==> src/rtl/pipe_skid_reg.sv <==
// pipe_skid_reg
//   Elastic pipeline register with a one-entry skid buffer, placed between
//   pipeline stages that can stall. Both handshake outputs are decoded from
//   the state register only, so backpressure never forms a combinational path
//   from out_ready to in_ready. When the register is empty, out_data shows
//   default_data, which acts as a bubble (NOP).
//
//   Ports
//     clk           rising-edge clock
//     rst           synchronous reset, active low
//     flush         drop every held entry (branch/exception kill)
//     default_data  bubble value loaded into the main register when empty
//     in_valid      producer has data
//     in_ready      an entry is free this cycle (state-decoded)
//     in_data       producer data
//     out_valid     out_data holds a valid entry
//     out_ready     consumer accepts out_data this cycle
//     out_data      head entry (main register)
//     level         number of entries held, 0..2
module pipe_skid_reg #(
    parameter int unsigned DataWidth = 32
) (
    input  logic                 clk,
    input  logic                 rst,
    input  logic                 flush,
    input  logic [DataWidth-1:0] default_data,
    input  logic                 in_valid,
    output logic                 in_ready,
    input  logic [DataWidth-1:0] in_data,
    output logic                 out_valid,
    input  logic                 out_ready,
    output logic [DataWidth-1:0] out_data,
    output logic [1:0]           level
);

    typedef enum logic [1:0] {
        EMPTY = 2'd0,
        BUSY  = 2'd1,
        FULL  = 2'd2
    } state_t;

    // Selects what the main register is loaded with at the next edge.
    typedef enum logic [1:0] {
        MAIN_HOLD = 2'd0,
        MAIN_IN   = 2'd1,
        MAIN_SKID = 2'd2,
        MAIN_DFLT = 2'd3
    } main_sel_t;

    state_t                 state;
    state_t                 state_nxt;
    main_sel_t              main_sel;
    logic                   skid_load;
    logic [DataWidth-1:0]   main_q;
    logic [DataWidth-1:0]   skid_q;
    logic                   in_fire;
    logic                   out_fire;

    // Fire signals use the state-decoded handshake outputs.
    assign in_fire  = in_valid & in_ready;
    assign out_fire = out_valid & out_ready;

    // State register. Reset wins over flush, flush wins over any handshake.
    always_ff @(posedge clk) begin
        if (!rst) begin
            state <= EMPTY;
        end else if (flush) begin
            state <= EMPTY;
        end else begin
            state <= state_nxt;
        end
    end

    // Next-state and datapath-control logic.
    always_comb begin
        state_nxt = state;
        main_sel  = MAIN_HOLD;
        skid_load = 1'b0;
        unique case (state)
            EMPTY: begin
                if (in_fire) begin
                    state_nxt = BUSY;
                    main_sel  = MAIN_IN;
                end else begin
                    // Keep tracking default_data so the bubble follows it.
                    main_sel  = MAIN_DFLT;
                end
            end
            BUSY: begin
                if (in_fire && out_fire) begin
                    main_sel  = MAIN_IN;
                end else if (in_fire) begin
                    state_nxt = FULL;
                    skid_load = 1'b1;
                end else if (out_fire) begin
                    state_nxt = EMPTY;
                    main_sel  = MAIN_DFLT;
                end
            end
            FULL: begin
                // in_ready is low here, so in_valid cannot fire.
                if (out_fire) begin
                    state_nxt = BUSY;
                    main_sel  = MAIN_SKID;
                end
            end
            default: begin
                state_nxt = EMPTY;
                main_sel  = MAIN_DFLT;
            end
        endcase
    end

    // Output decode, from the state register only.
    always_comb begin
        out_valid = 1'b0;
        in_ready  = 1'b1;
        level     = 2'd0;
        unique case (state)
            EMPTY: begin
                out_valid = 1'b0;
                in_ready  = 1'b1;
                level     = 2'd0;
            end
            BUSY: begin
                out_valid = 1'b1;
                in_ready  = 1'b1;
                level     = 2'd1;
            end
            FULL: begin
                out_valid = 1'b1;
                in_ready  = 1'b0;
                level     = 2'd2;
            end
            default: begin
                out_valid = 1'b0;
                in_ready  = 1'b1;
                level     = 2'd0;
            end
        endcase
    end

    // Main register: reset and flush both load the bubble value.
    always_ff @(posedge clk) begin
        if (!rst) begin
            main_q <= default_data;
        end else if (flush) begin
            main_q <= default_data;
        end else begin
            unique case (main_sel)
                MAIN_IN:   main_q <= in_data;
                MAIN_SKID: main_q <= skid_q;
                MAIN_DFLT: main_q <= default_data;
                default:   main_q <= main_q;
            endcase
        end
    end

    // Skid register: its contents only matter in FULL, so no reset or flush.
    always_ff @(posedge clk) begin
        if (skid_load) begin
            skid_q <= in_data;
        end
    end

    assign out_data = main_q;

endmodule

==> config.mk <==
export PLATFORM = sky130hd
export DESIGN_NAME = pipe_skid_reg
export DESIGN_NICKNAME = d
export VERILOG_FILES = /design/src/rtl/pipe_skid_reg.sv
export SDC_FILE = /design/constraint.sdc
export NUM_CORES = 1
export LEC_CHECK = 0
export ABC_AREA = 1
export CAP_MARGIN = 10
export CORE_ASPECT_RATIO = 0.8
export CORE_MARGIN = 2
export CORE_UTILIZATION = 24
export CTS_BUF_LIST = sky130_fd_sc_hd__clkbuf_4 sky130_fd_sc_hd__clkbuf_8 sky130_fd_sc_hd__clkbuf_16
export DETAILED_ROUTE_END_ITERATION = 16
export PLACE_DENSITY = 0.51
export SLEW_MARGIN = 20
export SYNTH_ARGS = -nofsm -noshare
export SYNTH_HDL_FRONTEND = slang
export SYNTH_SLANG_ARGS = --single-unit
==> constraint.sdc <==
create_clock -name clk -period 3.9 [get_ports clk]
set_clock_uncertainty 0.15 [all_clocks]
set_input_delay 0.975 -clock clk [delete_from_list [all_inputs] [get_ports clk]]
set_output_delay 0.975 -clock clk [all_outputs]
set_load 0.02 [all_outputs]
# --- Word-level counts from Yosys, hierarchy flattened ---
# Index checks and enable logic that the tools add are counted.
totals:
  ramBits: 0
  romBits: 0
  latch_bits: 0
  output_inout_bits: 36
  n_memories: 0
  reg_bits: 66
op_classes:
  magnitude_cmp: 0
  div: 0
  add_sub_neg: 0
  bitwise: 3
  n_reduce_logical: 5
  n_eq_ne: 10
  n_mul: 0
  mux: 21
  shifts: 0
op_table:
  columns: ["cell", "count"]
  rows:
  - ["$pmux W32 S3", 1]
  - ["$mux W32", 2]
  - ["$mux W2", 10]
  - ["$pmux W2 S3", 2]
  - ["$eq A2 B2 Y1 const B", 3]
  - ["$ne A2 B2 Y1 const B", 3]
  - ["$mux W1", 5]
  - ["$ne A5 B1 Y1 const B", 1]
  - ["$eq A2 B1 Y1 const B", 2]
  - ["$pmux W2 S2", 1]
  - ["$reduce_and A4 Y1", 1]
  - ["$reduce_or A2 Y1", 2]
  - ["$ne A3 B3 Y1 const B", 1]
  - ["$and A1 B1 Y1", 2]
  - ["$logic_not A2 Y1", 1]
  - ["$logic_and A1 B1 Y1", 1]
  - ["$not A1 Y1", 1]

# --- Logic depth before layout (Yosys ltp) ---
# Gate-level depths: netlist of run 1.
logic_depth:
  word_depth: 12
  depth_mapped: 10
  depth_no_buf: 9

# --- Worst setup path after synthesis of run 1 ---
# Ideal clock, no wire load.
synth_path:
  kind: "input to register"
  start: "input port out_ready"
  end: "register skid_q[0] (enable)"
  t_arrival_ns: 2.470
  path_buffers: 0
  stages: 3
  path_slack_ns: 0.859
  cell_sequence: "nand2_1 -> nand2_1 -> nor2_1"
synth_via:
  elab_chain_cells: 4
synth_rtl:
  columns: ["element", "line_no", "rtl"]
  rows:
  - ["start, declared", "31", "input logic out_ready,"]
  - ["$and A1 B1 Y1", "61", "assign out_fire = out_valid & out_ready;"]
  - ["$logic_and A1 B1 Y1", "90", "if (in_fire && out_fire) begin"]
  - ["$mux W1", "90", null]
  - ["$mux W1", "79", "unique case (state)"]
  - ["net skid_load", "53", "logic skid_load;"]
  - ["end signal, assigned", "162", "skid_q <= in_data;"]
  - ["end, declared", "55", "logic [DataWidth-1:0] skid_q;"]
# The timed path passes the listed nets, and every way through them passes these cells.
# A chain may end at the register's enable or synchronous reset.

# --- Final worst setup path of run 1 ---
layout_path:
  start: "input port in_valid"
  end: "register main_q[12] (netlist: out_data[12]) (enable)"
layout_via:
  elab_chain_cells: 6
  word_cells_on_any_way: 10
  classes_between: "4 x eq/ne; 4 x mux; 1 x bitwise; 1 x reduce/logical"
layout_rtl:
  columns: ["element", "line_no", "rtl"]
  rows:
  - ["start, declared", "27", "input logic in_valid,"]
  - ["$and A1 B1 Y1 *", "60", "assign in_fire = in_valid & in_ready;"]
  - ["$mux W2 or $logic_and A1 B1 Y1 (tied branches)", "92, 90", null]
  - ["$mux W2", "90", null]
  - ["$pmux W2 S3 *", "79", null]
  - ["$eq A2 B2 Y1 or $eq A2 B1 Y1 (tied branches)", "150", "unique case (main_sel)"]
  - ["$ne A5 B1 Y1 (no source line) *", null, null]
  - ["end signal, assigned", "151", "MAIN_IN: main_q <= in_data;"]
  - ["end signal, assigned", "152", "MAIN_SKID: main_q <= skid_q;"]
  - ["end signal, assigned", "153", "MAIN_DFLT: main_q <= default_data;"]
  - ["end, declared", "54", "logic [DataWidth-1:0] main_q;"]
# Mark *: on every way between the ends. The rest lies on a longest branch, timed or not.

==> results of run 1 <==
-- cells in the mapped netlist --
master,number
nand3_1,100
edfxtp_1,64
nand2_1,44
inv_1,41
nor2_1,41
buf_4,8
buf_2,6
ha_1,6
a21oi_1,3
buf_1,2
dfxtp_1,2
nand2_2,2
nor2_4,2
o21ai_0,2
a21oi_4,1
buf_6,1
clkbuf_1,1
inv_2,1
nand2_4,1
nand4_2,1
nor2_8,1
-- worst max-delay path, cell delays in order --
cell	delay (ps)
clkdlybuf4s50_1	520
nand2_2	140
a21oi_4	190
nand2_4	150
nor2_8	430
nand2_2	620
-- routing by layer --
| metal | up-vias | wire length (µm) |
|---|---|---|
| li1 | 1316 | - |
| met1 | 1223 | 4020 |
| met2 | 91 | 4130 |
| met3 | 13 | 621 |
| met4 | 0 | 120 |
| met5 | - | 0 |
-- per-stage QoR --
step                worst slack, ps  power, mW  cells  cell area [µm²]
finish                          595       1.99    611             4700
global route                    413       2.08    611             4700
CTS                             555       2.01    611             4700
detailed placement              218       1.30    596             4450
global placement                278       1.30    596             4450
floorplan                       859       1.09    330             3250
-- path summary, 6_finish.rpt --
path / to / startpoint / slack [ps]
setup / recovery: out_data[12] / in_valid / 600
hold / removal: state[0] / state[0] / 420
setup reg to reg: out_data[12] / state[0] / 970
hold reg to reg: state[0] / state[0] / 420
-- cell families (layout without fill, tap and decap cells) --
group                      count (synthesis)  in the layout  share of synthesized area
buffers and inverters                     60            166                     0.0832
and+or+nand+nor                          192            192                      0.277
adders and majority gates                  6              6                     0.0231
AOI/OAI and AO/OA                          6              6                     0.0127
DFF                                       66             66                      0.604
-- final cells by class --
type / instances / area, µm²
Clock buffer: 10 / 233
Clock inverter: 5 / 22.5
Fill cell: 1336 / 8350
Inverter: 42 / 158
Multi-Input combinational cell: 204 / 1030
Sequential cell: 66 / 1960
Tap cell: 175 / 219
Timing Repair Buffer: 109 / 1080
-- report_power, final --
part / internal (mW) / leakage [nW] / switching, mW
Combinational: 0.189 / 1.08 / 0.225
Sequential: 0.848 / 0.650 / 0.0206
Clock: 0.425 / 0.130 / 0.283
Total: 1.46 / 1.86 / 0.529
-- state kept, by name, summed over array words and instances (netlist names) --
name / cells
out_data: 32
skid_q: 32
state: 2
==> flow_metrics.py, run 1 <==
metrics = {
    "status": {
        "status": "finished clean",
    },
    "grt": {
        "grt_busiest_layer": "met2",
        "grt_use_met2": 0.210,
        "grt_use_met3": 0.0544,
        "antenna_found_initial": 0,
        "grt_overflow": 0,
        "grt_max_degree": 34,
        "grt_util_met1": 0.162,
        "grt_pass1_wl_um": 14100,
        "grt_usage": 0.129,
        "grt_pass1_vias": 2699,
    },
    "placement": {
        "globalplace.congestion": 0.729,
        "io_buffer_count": 104,
        "place.detailed.hpwl_um": 6150,
    },
    "clocking": {
        "cts_hold_buffers": 0,
        "cts_resized": 0,
        "clk_latency_ps": 330,
        "numCtsBuffers": 9,
        "cts_root_buf": "clkbuf_16",
        "post-cts-setup-buffers": 0,
        "cts_sinks": 66,
        "cts_tree": "built",
        "clk_pin_slew_ps": 50,
        "htreeDepth": 3,
        "clockBufferDepth": 2,
    },
    "timing": {
        "max_slew_margin": 0.336,
        "maxSlewViolCount": 0,
        "timing.fmax_mhz": 303,
        "finalHoldViolations": 0,
        "whs_ps": 422,
        "setup_viol": 0,
        "tightest_slew_ps": 994,
        "fin_crit_sh": 0.847,
        "timing.setup.tns_ps": 0,
        "rsz0062_at_grt": "false",
        "fin_crit_ps": 3300,
    },
    "routing": {
        "wl_um": 8890,
        "drt_iter0_drc": 146,
        "viasPerCell": 4.33,
        "post-route-drc-count": 0,
        "ant_nets": 0,
        "wl_per_cell_um": 14.5,
        "dr.pass1.iters": 4,
        "dr_total_vias": 2643,
    },
    "min_path": {
        "whs_path_depth": 2,
        "hp-class": "reg2reg",
    },
    "die": {
        "num_rows": 37,
        "die_area_um2": 14500,
        "die_y_um": 108,
        "die_w_um": 134,
        "io_pins": 105,
        "initial_core_util": 0.249,
        "core_um2": 13100,
    },
    "power_and_ir_drop": {
        "power_density_nw_per_um2": 423,
        "vdd_drop_max_mv": 0.202,
        "p_leak_nw": 1.86,
    },
    "yosys": {
        "synth_area_um2": 3250,
        "synth_top_area_cell": "edfxtp_1",
        "syn_nets": 405,
        "yosysWarningCount": 0,
        "synth_area_per_cell_um2": 9.84,
        "syn_inst": 330,
        "synth_seq_cells": 66,
        "synth_cell_types": 21,
        "synth.area.top_cells": "edfxtp_1, nand3_1, nand2_1, inv_1, nor2_1",
        "synth_seq_area_share": 0.604,
        "synth_top_area_frac": 0.592,
    },
    "layout": {
        "syn2layout_area_growth_pct": 44.8,
        "layout_commonest_cell": "clkdlybuf4s50_1",
        "layout_common_cells": "clkdlybuf4s50_1, nand3_1, edfxtp_1",
        "antenna_cells": 0,
        "fin_nets": 507,
        "utilization": 0.360,
        "layout-drive-gt1-share": 0.0688,
    },
    "worst_setup_path": {
        "worstPathMaxFanout": 33,
        "crit_path_end_kind": "flip-flop",
        "arrival_ps": 3040,
        "required_ps": 3630,
        "reg2reg_depth": 8,
        "start_kind": "primary input",
        "worst-setup-path-type": "in2reg",
    },
    "job": {
        "drv_cap": 0,
    },
}
No activity file was read; power rests on OpenSTA's default activity.
==> inputs of run 2 (changes only) <==
--- a/config.mk
+++ b/config.mk
@@ -12,7 +12,7 @@
 export CORE_UTILIZATION = 24
 export CTS_BUF_LIST = sky130_fd_sc_hd__clkbuf_4 sky130_fd_sc_hd__clkbuf_8 sky130_fd_sc_hd__clkbuf_16
 export DETAILED_ROUTE_END_ITERATION = 16
-export PLACE_DENSITY = 0.51
+export PLACE_DENSITY = 0.53
 export SLEW_MARGIN = 20
 export SYNTH_ARGS = -nofsm -noshare
 export SYNTH_HDL_FRONTEND = slang
==> constraint.sdc (replaced) <==
create_clock -name clk -period 2.7 [get_ports clk]
set_clock_uncertainty 0.15 [all_clocks]
set_input_delay 0.675 -clock clk [delete_from_list [all_inputs] [get_ports clk]]
set_output_delay 0.675 -clock clk [all_outputs]
set_load 0.02 [all_outputs]
==> flow_metrics.py, run 2 (synthesized netlist as in run 1, its figures left out) <==
metrics = {
    "clocking": {
        "clockBufferDepth": 2,
        "cts_tree": "built",
        "cts_sinks": 66,
        "cts_root_buf": "clkbuf_16",
        "htreeDepth": 3,
        "clk_latency_ps": 320,
        "numCtsBuffers": 9,
        "clk_pin_slew_ps": 50,
        "cts_hold_buffers": 0,
        "cts_resized": 0,
        "post-cts-setup-buffers": 0,
    },
    "timing": {
        "rsz0062_at_grt": "false",
        "timing.setup.tns_ps": 0,
        "finalHoldViolations": 0,
        "max_slew_margin": 0.740,
        "maxSlewViolCount": 0,
        "timing.fmax_mhz": 383,
        "whs_ps": 420,
        "setup_viol": 0,
        "fin_crit_ps": 2610,
        "tightest_slew_ps": 389,
        "fin_crit_sh": 0.967,
    },
    "die": {
        "initial_core_util": 0.249,
        "num_rows": 37,
        "io_pins": 105,
        "core_um2": 13100,
        "die_area_um2": 14500,
        "die_w_um": 134,
        "die_y_um": 108,
    },
    "power_and_ir_drop": {
        "power_density_nw_per_um2": 604,
        "vdd_drop_max_mv": 0.305,
        "p_leak_nw": 1.93,
    },
    "worst_setup_path": {
        "crit_path_cell_trace": "inv_1 > ha_1 > inv_1 > clkdlybuf4s50_1",
        "crit_path_end_kind": "output port",
        "cpMostUsedCell": "inv_1",
        "crit_slowest_cell": "clkdlybuf4s50_1",
        "max_stage_delay_ps": 610,
        "arrival_ps": 1790,
        "path_delay_family": "buffers and inverters",
        "worstPathMaxFanout": 5,
        "path_buf_inv": 3,
        "start_kind": "flip-flop",
        "worst-setup-path-type": "reg2out",
        "required_ps": 1880,
    },
    "layout": {
        "layout-drive-gt1-share": 0.0938,
        "n_fill_cell": 1331,
        "antenna_cells": 0,
        "multi_input_comb_area_um2": 1030,
        "seq_area_um2": 1960,
        "fin_area_um2": 4820,
        "syn2layout_area_growth_pct": 48.5,
        "layout_common_cells": "clkdlybuf4s50_1, nand3_1, edfxtp_1",
        "fin_nets": 519,
        "layout_commonest_cell": "clkdlybuf4s50_1",
        "utilization": 0.369,
    },
    "routing": {
        "post-route-drc-count": 0,
        "wl_um": 9000,
        "wl_per_cell_um": 14.4,
        "viasPerCell": 4.23,
        "dr.pass1.iters": 5,
        "ant_nets": 0,
        "drt_iter0_drc": 150,
        "dr_total_vias": 2633,
    },
    "job": {
        "drv_cap": 0,
    },
    "grt": {
        "antenna_found_initial": 0,
        "grt_max_degree": 33,
        "grt_overflow": 0,
        "grt_usage": 0.130,
        "grt_pass1_vias": 2722,
        "grt_pass1_wl_um": 14300,
    },
    "status": {
        "status": "finished clean",
    },
    "min_path": {
        "hp-class": "reg2reg",
    },
    "placement": {
        "place.detailed.hpwl_um": 6450,
        "io_buffer_count": 104,
        "place_area_um2": 4560,
        "globalplace.congestion": 0.695,
    },
}
## run 2: worst reg2reg max path: stages, from the launching register on
cell and delay, ps:
dfxtp_1 410, inv_1 110, ha_1 340, nand2_1 90, nor2_1 60, nand2_2 100, nand2_4 80, nor2_8 320
nand2_2 140, buf_4 210
## run 2: layer usage
metal	global-route usage	wire, µm	vias to the layer above
li1	-	-	1337
met1	0.168	4160	1199
met2	0.216	4170	91
met3	0.0413	610	6
met4	0.0293	62	0
met5	0	0	-
## run 2: power breakdown
group | total, mW | switching, mW | internal, mW
sequential | 1.25 | 0.0298 | 1.22
clock | 1.04 | 0.410 | 0.628
combinational | 0.622 | 0.330 | 0.292
## run 2: path summary, 6_finish.rpt
| kind | from | end | slack [ps] | depth (start not counted) |
|---|---|---|---|---|
| worst max-delay path | state[0] | in_ready | 90 | 4 |
| worst min-delay path | state[0] | state[0] | 420 | 2 |
| worst max register to register | state[0] | out_data[31] | 450 | 9 |
| worst min register to register | state[0] | state[0] | 420 | 2 |
## run 2: cell type report
class,count,share of cell area
clock buffers,11,0.0498
multi-input cells,204,0.214
well taps,175,0.0454
flip-flops and latches,66,0.407
inverters,42,0.0327
clock inverters,4,0.00415
repair buffers,121,0.248
## run 2: stage by stage
stage	std cells	power (mW)	setup slack [ps]
2_1_floorplan	330	1.58	240
3_3_place_gp	608	1.90	63.2
3_5_place_dp	608	1.90	36.4
4_1_cts	623	2.96	73.9
5_1_grt	623	3.05	11.8
6_report	623	2.91	89.3
